[src/rtl/sec_pkg.sv]
`default_nettype none
// ============================================================================
// Module  : sec_pkg
// Brief   : Shared command/key encodings and FSM states for the keypad sequencer.
// Revision: 1.0 - initial release
// ============================================================================
package sec_pkg;

  localparam logic [1:0] CMD_NONE   = 2'b00;
  localparam logic [1:0] CMD_ARM    = 2'b01;
  localparam logic [1:0] CMD_DISARM = 2'b10;

  localparam logic [3:0] KEY_ARM    = 4'hA;
  localparam logic [3:0] KEY_DISARM = 4'hB;
  localparam logic [3:0] KEY_CLEAR  = 4'hC;

  typedef enum logic [2:0] {
    ST_IDLE    = 3'd0,
    ST_EXIT    = 3'd1,
    ST_ISSUE   = 3'd2,
    ST_CHECK   = 3'd3,
    ST_LOCKOUT = 3'd4
  } state_e;

  function automatic logic is_digit(input logic [3:0] code);
    return code <= 4'd9;
  endfunction

endpackage
`default_nettype wire

[src/rtl/sec_countdown.sv]
`default_nettype none
// ============================================================================
// Module  : sec_countdown
// Brief   : Loadable down-counter; done is high while the count sits at zero.
// Revision: 1.0 - initial release
// ============================================================================
module sec_countdown #(
  parameter int WIDTH = 7
) (
  input  logic             clk,
  input  logic             reset,
  input  logic             load_i,
  input  logic [WIDTH-1:0] value_i,
  output logic             done_o
);

  logic [WIDTH-1:0] count_q;

  always_ff @(posedge clk) begin
    if (reset) begin
      count_q <= '0;
    end else if (load_i) begin
      count_q <= value_i;
    end else if (count_q != '0) begin
      count_q <= count_q - WIDTH'(1);
    end
  end

  assign done_o = (count_q == '0);

endmodule
`default_nettype wire

[src/rtl/sec_keypad_ctrl.sv]
`default_nettype none
// ============================================================================
// Module  : sec_keypad_ctrl
// Brief   : Keypad code collector, exit delay, code replay and failed-disarm lockout.
// Revision: 1.0 - initial release
// ============================================================================
module sec_keypad_ctrl
  import sec_pkg::*;
#(
  parameter int PIN_LEN        = 4,
  parameter int EXIT_DELAY     = 16,
  parameter int MAX_FAIL       = 3,
  parameter int LOCKOUT_CYCLES = 64
) (
  input  logic       clk,
  input  logic       reset,
  input  logic       key_valid_i,
  input  logic [3:0] key_code_i,
  input  logic       core_armed_i,
  input  logic       core_alarm_i,
  output logic [3:0] digit_o,
  output logic       input_digit_o,
  output logic [1:0] command_o,
  output logic       busy_o,
  output logic       exit_pending_o,
  output logic       locked_o,
  output logic       error_o,
  output logic [1:0] fail_count_o
);

  localparam int TMR_MAX = (EXIT_DELAY > LOCKOUT_CYCLES) ? EXIT_DELAY : LOCKOUT_CYCLES;
  localparam int TMR_W   = $clog2(TMR_MAX + 1);
  localparam int IDX_W   = $clog2(PIN_LEN + 1);

  state_e           state_q, state_d;
  logic [IDX_W-1:0] cnt_q, cnt_d, idx_q, idx_d;
  logic [3:0]       pin_q [PIN_LEN];
  logic [3:0]       pin_d [PIN_LEN];
  logic [1:0]       op_q, op_d, fail_q, fail_d, cmd_q, cmd_d;
  logic [3:0]       digit_q, digit_d;
  logic             indig_q, indig_d, err_q, err_d;
  logic             tmr_load, tmr_done;
  logic [TMR_W-1:0] tmr_val;

  sec_countdown #(.WIDTH(TMR_W)) u_timer (
    .clk     (clk),
    .reset   (reset),
    .load_i  (tmr_load),
    .value_i (tmr_val),
    .done_o  (tmr_done)
  );

  always_ff @(posedge clk) begin
    if (reset) begin
      state_q <= ST_IDLE;
      cnt_q   <= '0;
      idx_q   <= '0;
      op_q    <= CMD_NONE;
      fail_q  <= '0;
      cmd_q   <= CMD_NONE;
      digit_q <= '0;
      indig_q <= 1'b0;
      err_q   <= 1'b0;
      for (int i = 0; i < PIN_LEN; i++) pin_q[i] <= '0;
    end else begin
      state_q <= state_d;
      cnt_q   <= cnt_d;
      idx_q   <= idx_d;
      op_q    <= op_d;
      fail_q  <= fail_d;
      cmd_q   <= cmd_d;
      digit_q <= digit_d;
      indig_q <= indig_d;
      err_q   <= err_d;
      pin_q   <= pin_d;
    end
  end

  always_comb begin
    state_d  = state_q;
    cnt_d    = cnt_q;
    idx_d    = idx_q;
    op_d     = op_q;
    fail_d   = fail_q;
    pin_d    = pin_q;
    err_d    = 1'b0;
    tmr_load = 1'b0;
    tmr_val  = '0;
    digit_d  = '0;
    indig_d  = 1'b0;
    cmd_d    = CMD_NONE;

    case (state_q)
      ST_IDLE: begin
        if (key_valid_i) begin
          if (is_digit(key_code_i)) begin
            if (cnt_q < IDX_W'(PIN_LEN)) begin
              for (int i = 0; i < PIN_LEN; i++)
                if (cnt_q == IDX_W'(i)) pin_d[i] = key_code_i;
              cnt_d = cnt_q + IDX_W'(1);
            end
          end else if (key_code_i == KEY_CLEAR) begin
            cnt_d = '0;
          end else if (key_code_i == KEY_ARM) begin
            if (cnt_q == IDX_W'(PIN_LEN) && !core_alarm_i) begin
              state_d  = ST_EXIT;
              tmr_load = 1'b1;
              tmr_val  = TMR_W'(EXIT_DELAY - 1);
            end else begin
              err_d = 1'b1;
              cnt_d = '0;
            end
          end else if (key_code_i == KEY_DISARM) begin
            if (cnt_q == IDX_W'(PIN_LEN)) begin
              state_d = ST_ISSUE;
              idx_d   = '0;
              op_d    = CMD_DISARM;
            end else begin
              err_d = 1'b1;
              cnt_d = '0;
            end
          end
        end
      end
      ST_EXIT: begin
        // CLEAR beats expiry even on the last delay cycle
        if (key_valid_i && key_code_i == KEY_CLEAR) begin
          state_d = ST_IDLE;
          cnt_d   = '0;
        end else if (tmr_done) begin
          state_d = ST_ISSUE;
          idx_d   = '0;
          op_d    = CMD_ARM;
        end
      end
      ST_ISSUE: begin
        if (idx_q == IDX_W'(PIN_LEN)) begin
          cnt_d   = '0;
          state_d = (op_q == CMD_DISARM) ? ST_CHECK : ST_IDLE;
        end else begin
          idx_d = idx_q + IDX_W'(1);
        end
      end
      ST_CHECK: begin
        state_d = ST_IDLE;
        if (core_armed_i) begin
          if (fail_q >= 2'(MAX_FAIL - 1)) begin
            fail_d   = 2'(MAX_FAIL);
            state_d  = ST_LOCKOUT;
            tmr_load = 1'b1;
            tmr_val  = TMR_W'(LOCKOUT_CYCLES - 1);
          end else begin
            fail_d = fail_q + 2'd1;
          end
        end else begin
          fail_d = '0;
        end
      end
      ST_LOCKOUT: begin
        if (tmr_done) begin
          fail_d  = '0;
          state_d = ST_IDLE;
        end
      end
      default: state_d = ST_IDLE;
    endcase

    // Replay outputs are decoded from the next state so the registers line up with it
    if (state_d == ST_ISSUE) begin
      if (idx_d == IDX_W'(PIN_LEN)) begin
        cmd_d = op_d;
      end else begin
        indig_d = 1'b1;
        for (int i = 0; i < PIN_LEN; i++)
          if (idx_d == IDX_W'(i)) digit_d = pin_d[i];
      end
    end
  end

  assign digit_o        = digit_q;
  assign input_digit_o  = indig_q;
  assign command_o      = cmd_q;
  assign error_o        = err_q;
  assign fail_count_o   = fail_q;
  assign exit_pending_o = (state_q == ST_EXIT);
  assign locked_o       = (state_q == ST_LOCKOUT);
  assign busy_o         = (state_q == ST_EXIT) || (state_q == ST_ISSUE) || (state_q == ST_CHECK);

endmodule
`default_nettype wire

[config.mk]
export PLATFORM = sky130hd
export DESIGN_NAME = sec_keypad_ctrl
export DESIGN_NICKNAME = d
export VERILOG_FILES = /design/src/rtl/sec_pkg.sv /design/src/rtl/sec_countdown.sv /design/src/rtl/sec_keypad_ctrl.sv
export SDC_FILE = /design/constraint.sdc
export NUM_CORES = 1
export LEC_CHECK = 0
export CAP_MARGIN = 0
export CORE_UTILIZATION = 45
export CTS_CLUSTER_DIAMETER = 60
export DETAILED_ROUTE_END_ITERATION = 8
export PLACE_DENSITY = 0.62
export SLEW_MARGIN = 10
export SYNTH_ARGS = -nofsm -noshare
export SYNTH_HDL_FRONTEND = slang
export SYNTH_SLANG_ARGS = --single-unit
[constraint.sdc]
create_clock -name clk -period 3.08 [get_ports clk]
set_clock_uncertainty 0.1 [all_clocks]
set_input_delay 0.462 -clock clk [delete_from_list [all_inputs] [get_ports clk]]
set_output_delay 0.462 -clock clk [all_outputs]
set_load 0.03 [all_outputs]
# Word-level counts from Yosys, hierarchy flattened
# Cells that the tools add are included.
# W data, S select, Z words.
# op_classes
n_eq_ne	26
mux	84
order_cmp	3
n_bitwise	4
reduce_logical	19
n_addsub	4
# op_table
operator	n
$mux W3	32
$mux W16	4
$mux W4	13
$mux W2	12
$eq A3 B2 Y1 const B	7
$pmux W3 S3	2
$ne A5 B5 Y1 const B	3
$pmux W3 S5	1
$mux W7	2
$eq A3 B3 Y1 const B	4
$eq A4 B4 Y1 const B	3
$mux W1	12
$mux W6	2
$pmux W6 S2	1
$eq A3 B1 Y1 const B	3
$logic_not A3 Y1	3
$pmux W2 S2	2
$reduce_and A8 Y1	1
$logic_not A7 Y1	1
$reduce_bool A7 Y1	1
$sub A7 B1 Y7 const B	1
$add A3 B1 Y3 const B	2
$reduce_or A3 Y1	2
$reduce_or A5 Y1	1
other kinds (17)	25
# word_totals
regBits	44
word_cells	154
inputBits	9
output_inout_bits	13

# Logic depth before layout (Yosys ltp)
# depth
word_depth	13
depth_mapped	10
ltp_nobuf	9

# Hierarchy
# From an unflattened synthesis, not the netlist that was laid out.
# hier_totals
hier_cells	280
hier_area_um2	2428.6
# by_module_without_submodules
module	n_inst	cells_each	area_per_inst_um2	seq_area_each_um2
sec_keypad_ctrl	1	233	2029.4	740.7
sec_countdown	1	47	399.1	140.1

# Worst setup path after synthesis
# OpenSTA, ideal clock, no wires.
# synth_timing
path_type	reg2reg
start	reg u_timer.count_q[0]
end	reg digit_q[0], in the netlist digit_o[0]
t_arrival_ns	2.450
stages_incl_launch_ff	11
synth_period_minus_slack_ns	2.609
path_slack_ns	0.471
path_buffers	1
required_ns	2.921
setup_time_ns	0.059
path_cell_list	dfxtp_1 > inv_1 > ha_1 > or3b_4 > nor4_4 > a31oi_2 > a221o_1 > buf_6 > mux2_4 > o22ai_2 > o31a_1
# synth_between
elab_chain_len	9
elab_cells_between_ends	20
cone_classes	eq/ne: 5; mux: 11; bitwise: 1; reduce/logical: 3
# synth_lines
item	line	rtl
from (decl)	sec_countdown.sv:17	logic [WIDTH-1:0] count_q;
from (signal assigned)	sec_countdown.sv:23	count_q <= value_i;
from (signal assigned)	sec_countdown.sv:25	count_q <= count_q - WIDTH'(1);
$logic_not A7 Y1 *	sec_countdown.sv:29	assign done_o = (count_q == '0);
$mux W3	sec_keypad_ctrl.sv:130	end else if (tmr_done) begin
$mux W3	sec_keypad_ctrl.sv:127	if (key_valid_i && key_code_i == KEY_CLEAR) begin
$pmux W3 S3	sec_keypad_ctrl.sv:93	case (state_q)
$logic_not A3 Y1	sec_keypad_ctrl.sv:175	if (idx_d == IDX_W'(i)) digit_d = pin_d[i];
$mux W4 (4 in a row)	sec_keypad_ctrl.sv:175	
to (signal assigned)	sec_keypad_ctrl.sv:72	digit_q <= digit_d;
to (decl)	sec_keypad_ctrl.sv:40	logic [3:0] digit_q, digit_d;
# Mark *: on every way between the ends. The rest lies on a longest branch, timed or not.
# A chain may end at the register's enable or synchronous reset.

# Worst setup path in the final report
# layout_timing
start	in key_code_i[1]
end	reg digit_q[3], in the netlist digit_o[3]
# layout_between
elab_chain_len	12
elab_cells_between_ends	34
cone_classes	order compare: 1; eq/ne: 8; mux: 21; bitwise: 1; reduce/logical: 3
# layout_lines
item	line	rtl
from (decl)	sec_keypad_ctrl.sv:18	input logic [3:0] key_code_i,
$eq A4 B4 Y1	sec_keypad_ctrl.sv:113	end else if (key_code_i == KEY_DISARM) begin
$mux W3	sec_keypad_ctrl.sv:113	
$mux W3	sec_keypad_ctrl.sv:104	end else if (key_code_i == KEY_ARM) begin
$mux W3	sec_keypad_ctrl.sv:102	end else if (key_code_i == KEY_CLEAR) begin
$mux W3	sec_keypad_ctrl.sv:96	if (is_digit(key_code_i)) begin
$mux W3	sec_keypad_ctrl.sv:95	if (key_valid_i) begin
$pmux W3 S3	sec_keypad_ctrl.sv:93	
$logic_not A3 Y1	sec_keypad_ctrl.sv:175	
$mux W4 (4 in a row)	sec_keypad_ctrl.sv:175	
# Several ways; a longest one is shown, not always the timed one.

==> impl_metrics.prom <==
# TYPE chip_impl_metric gauge
chip_impl_metric{name="rows",unit=""} 26
chip_impl_metric{name="die-width",unit="um"} 76.57
chip_impl_metric{name="final-instance-count-excl-fill",unit=""} 420
chip_impl_metric{name="critPathArrivalTime",unit="ns"} 2.95
chip_impl_metric{name="synth_async_reset_ratio",unit=""} 0
chip_impl_metric{name="detail_route.vias_per_cell",unit=""} 5.412
chip_impl_metric{name="post_synthesis_compound_gate_area_fraction",unit=""} 0.2020
chip_impl_metric{name="postSynthRegisterBits",unit=""} 44
chip_impl_metric{name="dpl.hpwl",unit="um"} 4628
chip_impl_metric{name="placeableCoreArea",unit="sq mm"} 0.005238
chip_impl_metric{name="first_global_vias",unit=""} 2110
chip_impl_info{name="master_cell_of_the_clock_root_buffer",value="sky130_fd_sc_hd__clkbuf_8"} 1
chip_impl_metric{name="nets",unit=""} 366
chip_impl_metric{name="firstDrtPassIters",unit=""} 5
chip_impl_info{name="cts_tree",value="yes"} 1
chip_impl_metric{name="total_drc_errors_in_the_routed_layout",unit=""} 0
chip_impl_metric{name="vias",unit=""} 2273
chip_impl_metric{name="synth_warnings",unit=""} 0
chip_impl_metric{name="grt_start_max_net_pins",unit=""} 34
chip_impl_metric{name="synthDistinctLibCells",unit=""} 52
chip_impl_metric{name="grt_first_pass_wirelength",unit="um"} 10340
chip_impl_info{name="synth_top_cell_by_area",value="sky130_fd_sc_hd__dfxtp_1"} 1
chip_impl_metric{name="synthXorXnorAreaFrac",unit=""} 0.01050
chip_impl_metric{name="wl",unit="um"} 6152
chip_impl_metric{name="wl_per_cell",unit="um"} 14.65
chip_impl_metric{name="mappedNetlistNets",unit=""} 335
chip_impl_metric{name="h-tree-depth",unit=""} 2
chip_impl_metric{name="antenna_found_initial",unit=""} 0
chip_impl_metric{name="die-height",unit="um"} 76.57
chip_impl_metric{name="boundaryPins",unit=""} 22
chip_impl_metric{name="cap_violations",unit=""} 0
chip_impl_metric{name="clock_path_buffers",unit=""} 2
chip_impl_metric{name="antenna-diode-count",unit=""} 0
chip_impl_metric{name="final-max-slew-violation-count",unit=""} 0
chip_impl_metric{name="routabilityCongestion",unit=""} 0.8276
chip_impl_metric{name="fillerInstances",unit=""} 485
chip_impl_metric{name="static-leakage-power",unit="nW"} 1.090
chip_impl_info{name="synth_flop_cell",value="sky130_fd_sc_hd__dfxtp_1"} 1
chip_impl_metric{name="crit_path_max_fanout",unit=""} 4
chip_impl_metric{name="cts.repair_timing.setup_buffer_count",unit=""} 0
chip_impl_metric{name="post_synth_and_or_nand_nor_area_fraction",unit=""} 0.2675
chip_impl_metric{name="drt_first_iter_violations",unit=""} 140
chip_impl_metric{name="dieArea",unit="sq mm"} 0.005863
chip_impl_metric{name="cts_hold_buf",unit=""} 0
chip_impl_metric{name="initial_utilization",unit=""} 0.4778
chip_impl_metric{name="power.density_cell_area",unit="mW/mm^2"} 458.6
chip_impl_metric{name="port_buffers",unit=""} 21
chip_impl_info{name="synthTopCellsByCount",value="62 x sky130_fd_sc_hd__nand2_1, 46 x sky130_fd_sc_hd__nor2_1, 44 x sky130_fd_sc_hd__dfxtp_1, 24 x sky130_fd_sc_hd__a21oi_1, 15 x sky130_fd_sc_hd__inv_1"} 1
chip_impl_info{name="critPathLaunchType",value="primary input"} 1
chip_impl_metric{name="dp.cells",unit=""} 412
chip_impl_info{name="synth_top_family_by_area",value="simple AND/OR/NAND/NOR gates"} 1
chip_impl_metric{name="grt-ovfl-total",unit=""} 0
chip_impl_info{name="critPathCaptureType",value="flip-flop"} 1
chip_impl_metric{name="setup-tns-final",unit="ns"} 0
chip_impl_metric{name="worst-slew-pin-transition",unit="ns"} 0.5966
chip_impl_metric{name="cts_buffers",unit=""} 5
chip_impl_metric{name="clk_latency",unit="ns"} 0.29
chip_impl_info{name="synth_top_cells_by_area",value="sky130_fd_sc_hd__dfxtp_1 35%, sky130_fd_sc_hd__nand2_1 9.3%, sky130_fd_sc_hd__nor2_1 6.9%"} 1
chip_impl_metric{name="synth_top_area_share",unit=""} 0.3520
chip_impl_metric{name="postSynthAreaPerCell",unit="sq um"} 7.869
chip_impl_metric{name="areaGrowthSynthToFinish",unit="%"} 18.45
chip_impl_metric{name="netlist_instances",unit=""} 318
chip_impl_metric{name="final_layout_size_suffix_gt1_frac",unit=""} 0.1457
chip_impl_metric{name="worst-endpoint-required",unit="ns"} 3.22
chip_impl_metric{name="post_synth_mux_area_share",unit=""} 0.06750
chip_impl_metric{name="final.min_clock_period",unit="ns"} 2.807
chip_impl_metric{name="max_clock_freq",unit="GHz"} 0.3562
chip_impl_metric{name="path_clk_slew",unit="ns"} 0.08
chip_impl_metric{name="detailed_place.area",unit="sq mm"} 0.002870
chip_impl_metric{name="final_cell_area",unit="sq mm"} 0.002964
chip_impl_info{name="hp-class",value="reg -> reg"} 1
chip_impl_metric{name="finalHoldViolCount",unit=""} 0
chip_impl_metric{name="ctsResizeCount",unit=""} 0
chip_impl_metric{name="setup_viol",unit=""} 0
chip_impl_metric{name="antenna_violating_nets_post_route",unit=""} 0
chip_impl_metric{name="relSlewSlack",unit=""} 0.6014
chip_impl_metric{name="synthAdderAreaFrac",unit=""} 0.04000
chip_impl_metric{name="cts.sinks",unit=""} 44
chip_impl_metric{name="track_usage",unit=""} 0.2238
chip_impl_metric{name="netlist_area",unit="sq mm"} 0.002502
chip_impl_metric{name="synth-seq-area-share",unit=""} 0.3520
chip_impl_info{name="crit_type",value="in -> reg"} 1
chip_impl_metric{name="min_period_over_period",unit=""} 0.9114
chip_impl_metric{name="ir_drop",unit="mV"} 0.2741
chip_impl_info{name="rsz0062_at_grt",value="false"} 1
chip_impl_info{name="status",value="completed"} 1
chip_impl_metric{name="synth_enable_flop_cells",unit=""} 0
chip_impl_info{name="post-synth-top-count-cell",value="sky130_fd_sc_hd__nand2_1"} 1
[cell families (layout without fill, tap and decap cells)]
logic type / Yosys count / count (layout)
flip-flops: 44 / 44
AND/OR/NAND/NOR: 145 / 145
adder cells (fa/ha/maj): 8 / 8
AO/OA/AOI/OAI: 70 / 70
XOR/XNOR: 3 / 3
buffers and inverters: 34 / 66
multiplexers: 14 / 14
[layout by cell type, fill, tap and decap left out, types with 2 or more instances in the layout]
cell	instances
sky130_fd_sc_hd__o22ai_1	4
sky130_fd_sc_hd__mux2_2	7
sky130_fd_sc_hd__nor4bb_1	2
sky130_fd_sc_hd__nand4_1	3
sky130_fd_sc_hd__xnor2_1	2
sky130_fd_sc_hd__a31oi_1	3
sky130_fd_sc_hd__o21ai_0	8
sky130_fd_sc_hd__o31a_1	4
sky130_fd_sc_hd__a32o_1	4
sky130_fd_sc_hd__nand2b_1	2
sky130_fd_sc_hd__and2_1	4
sky130_fd_sc_hd__nor2b_1	2
sky130_fd_sc_hd__a221o_1	3
sky130_fd_sc_hd__ha_1	8
sky130_fd_sc_hd__nand3_1	5
sky130_fd_sc_hd__inv_1	15
sky130_fd_sc_hd__a221oi_1	3
sky130_fd_sc_hd__buf_4	22
sky130_fd_sc_hd__or3_1	2
sky130_fd_sc_hd__mux2_4	4
sky130_fd_sc_hd__o22ai_2	4
sky130_fd_sc_hd__nand2_1	62
sky130_fd_sc_hd__mux2i_1	3
sky130_fd_sc_hd__clkdlybuf4s50_1	21
sky130_fd_sc_hd__dfxtp_1	44
sky130_fd_sc_hd__nor3_1	8
sky130_fd_sc_hd__a21oi_1	24
sky130_fd_sc_hd__nor4b_1	2
sky130_fd_sc_hd__nor2_1	46
sky130_fd_sc_hd__clkbuf_8	6
[power by group]
group | total (W) | internal [W] | switching [W]
registers | 0.000635 | 0.000604 | 0.0000311
logic | 0.000344 | 0.000166 | 0.000179
clock network | 0.000380 | 0.000182 | 0.000197
[final cells by class]
class	instances	area, sq um	share of cell area
clock buffers	7	86.33	0.02913
clock inverters	1	7.507	0.002533
inverters	15	56.30	0.01900
multi-input cells	240	1470	0.4960
flip-flops and latches	44	880.8	0.2972
well taps	70	87.58	0.02955
repair buffers	43	375.4	0.1266
[registers in the layout (all words and copies together), names as in the netlist]
| signal | flops |
|---|---|
| cnt_q | 3 |
| command_o | 2 |
| u_timer.count_q | 7 |
| op_q | 2 |
| idx_q | 3 |
| state_q | 3 |
| error_o | 1 |
| fail_count_o | 2 |
| pin_q | 16 |
| digit_o | 4 |
| input_digit_o | 1 |
[per-stage QoR]
step                      total power, W  hold WS, ns  utilization  setup slack [ns]
after detailed placement       0.0009908       0.3690       0.5480           0.03081
after global placement         0.0009872       0.3688       0.5480           0.05749
final                           0.001359       0.3789       0.5659            0.2729
after CTS                       0.001372       0.3821       0.5659            0.3037
after global routing            0.001441       0.4129       0.5659            0.1088
after floorplan                0.0008955       0.3446            -            0.4714
[routing by layer]
metal | track usage | wire [um] | up-vias
li1 | - | - | 1169
met1 | 0.3331 | 3192 | 1024
met2 | 0.3189 | 2537 | 73
met3 | 0.04072 | 347 | 7
met4 | 0.07692 | 76 | 0
met5 | 0 | 0 | -
[worst max-delay path: stages]
cell and delay [ns]:
sky130_fd_sc_hd__clkdlybuf4s50_1 0.52, sky130_fd_sc_hd__nand3b_1 0.16, sky130_fd_sc_hd__nor4b_1 0.51, sky130_fd_sc_hd__a31oi_2 0.11, sky130_fd_sc_hd__a221o_1 0.39, sky130_fd_sc_hd__buf_4 0.19
sky130_fd_sc_hd__mux2_4 0.31, sky130_fd_sc_hd__o22ai_2 0.17, sky130_fd_sc_hd__o31a_1 0.14
[path summary, 6_finish.rpt]
kind | start | endpoint | slack, ns | cells past startpoint
worst max register to register | cnt_q[0]$_SDFFE_PP0P_ | digit_o[3]$_SDFF_PP0_ | 0.34 | 10
worst min register to register | pin_q[11]$_SDFF_PP0_ | pin_q[11]$_SDFF_PP0_ | 0.38 | 2
worst min-delay path | pin_q[11]$_SDFF_PP0_ | pin_q[11]$_SDFF_PP0_ | 0.38 | 2
worst max-delay path | key_code_i[1] | digit_o[3]$_SDFF_PP0_ | 0.27 | 9
Note: power is estimated with default switching activity, not from simulation.
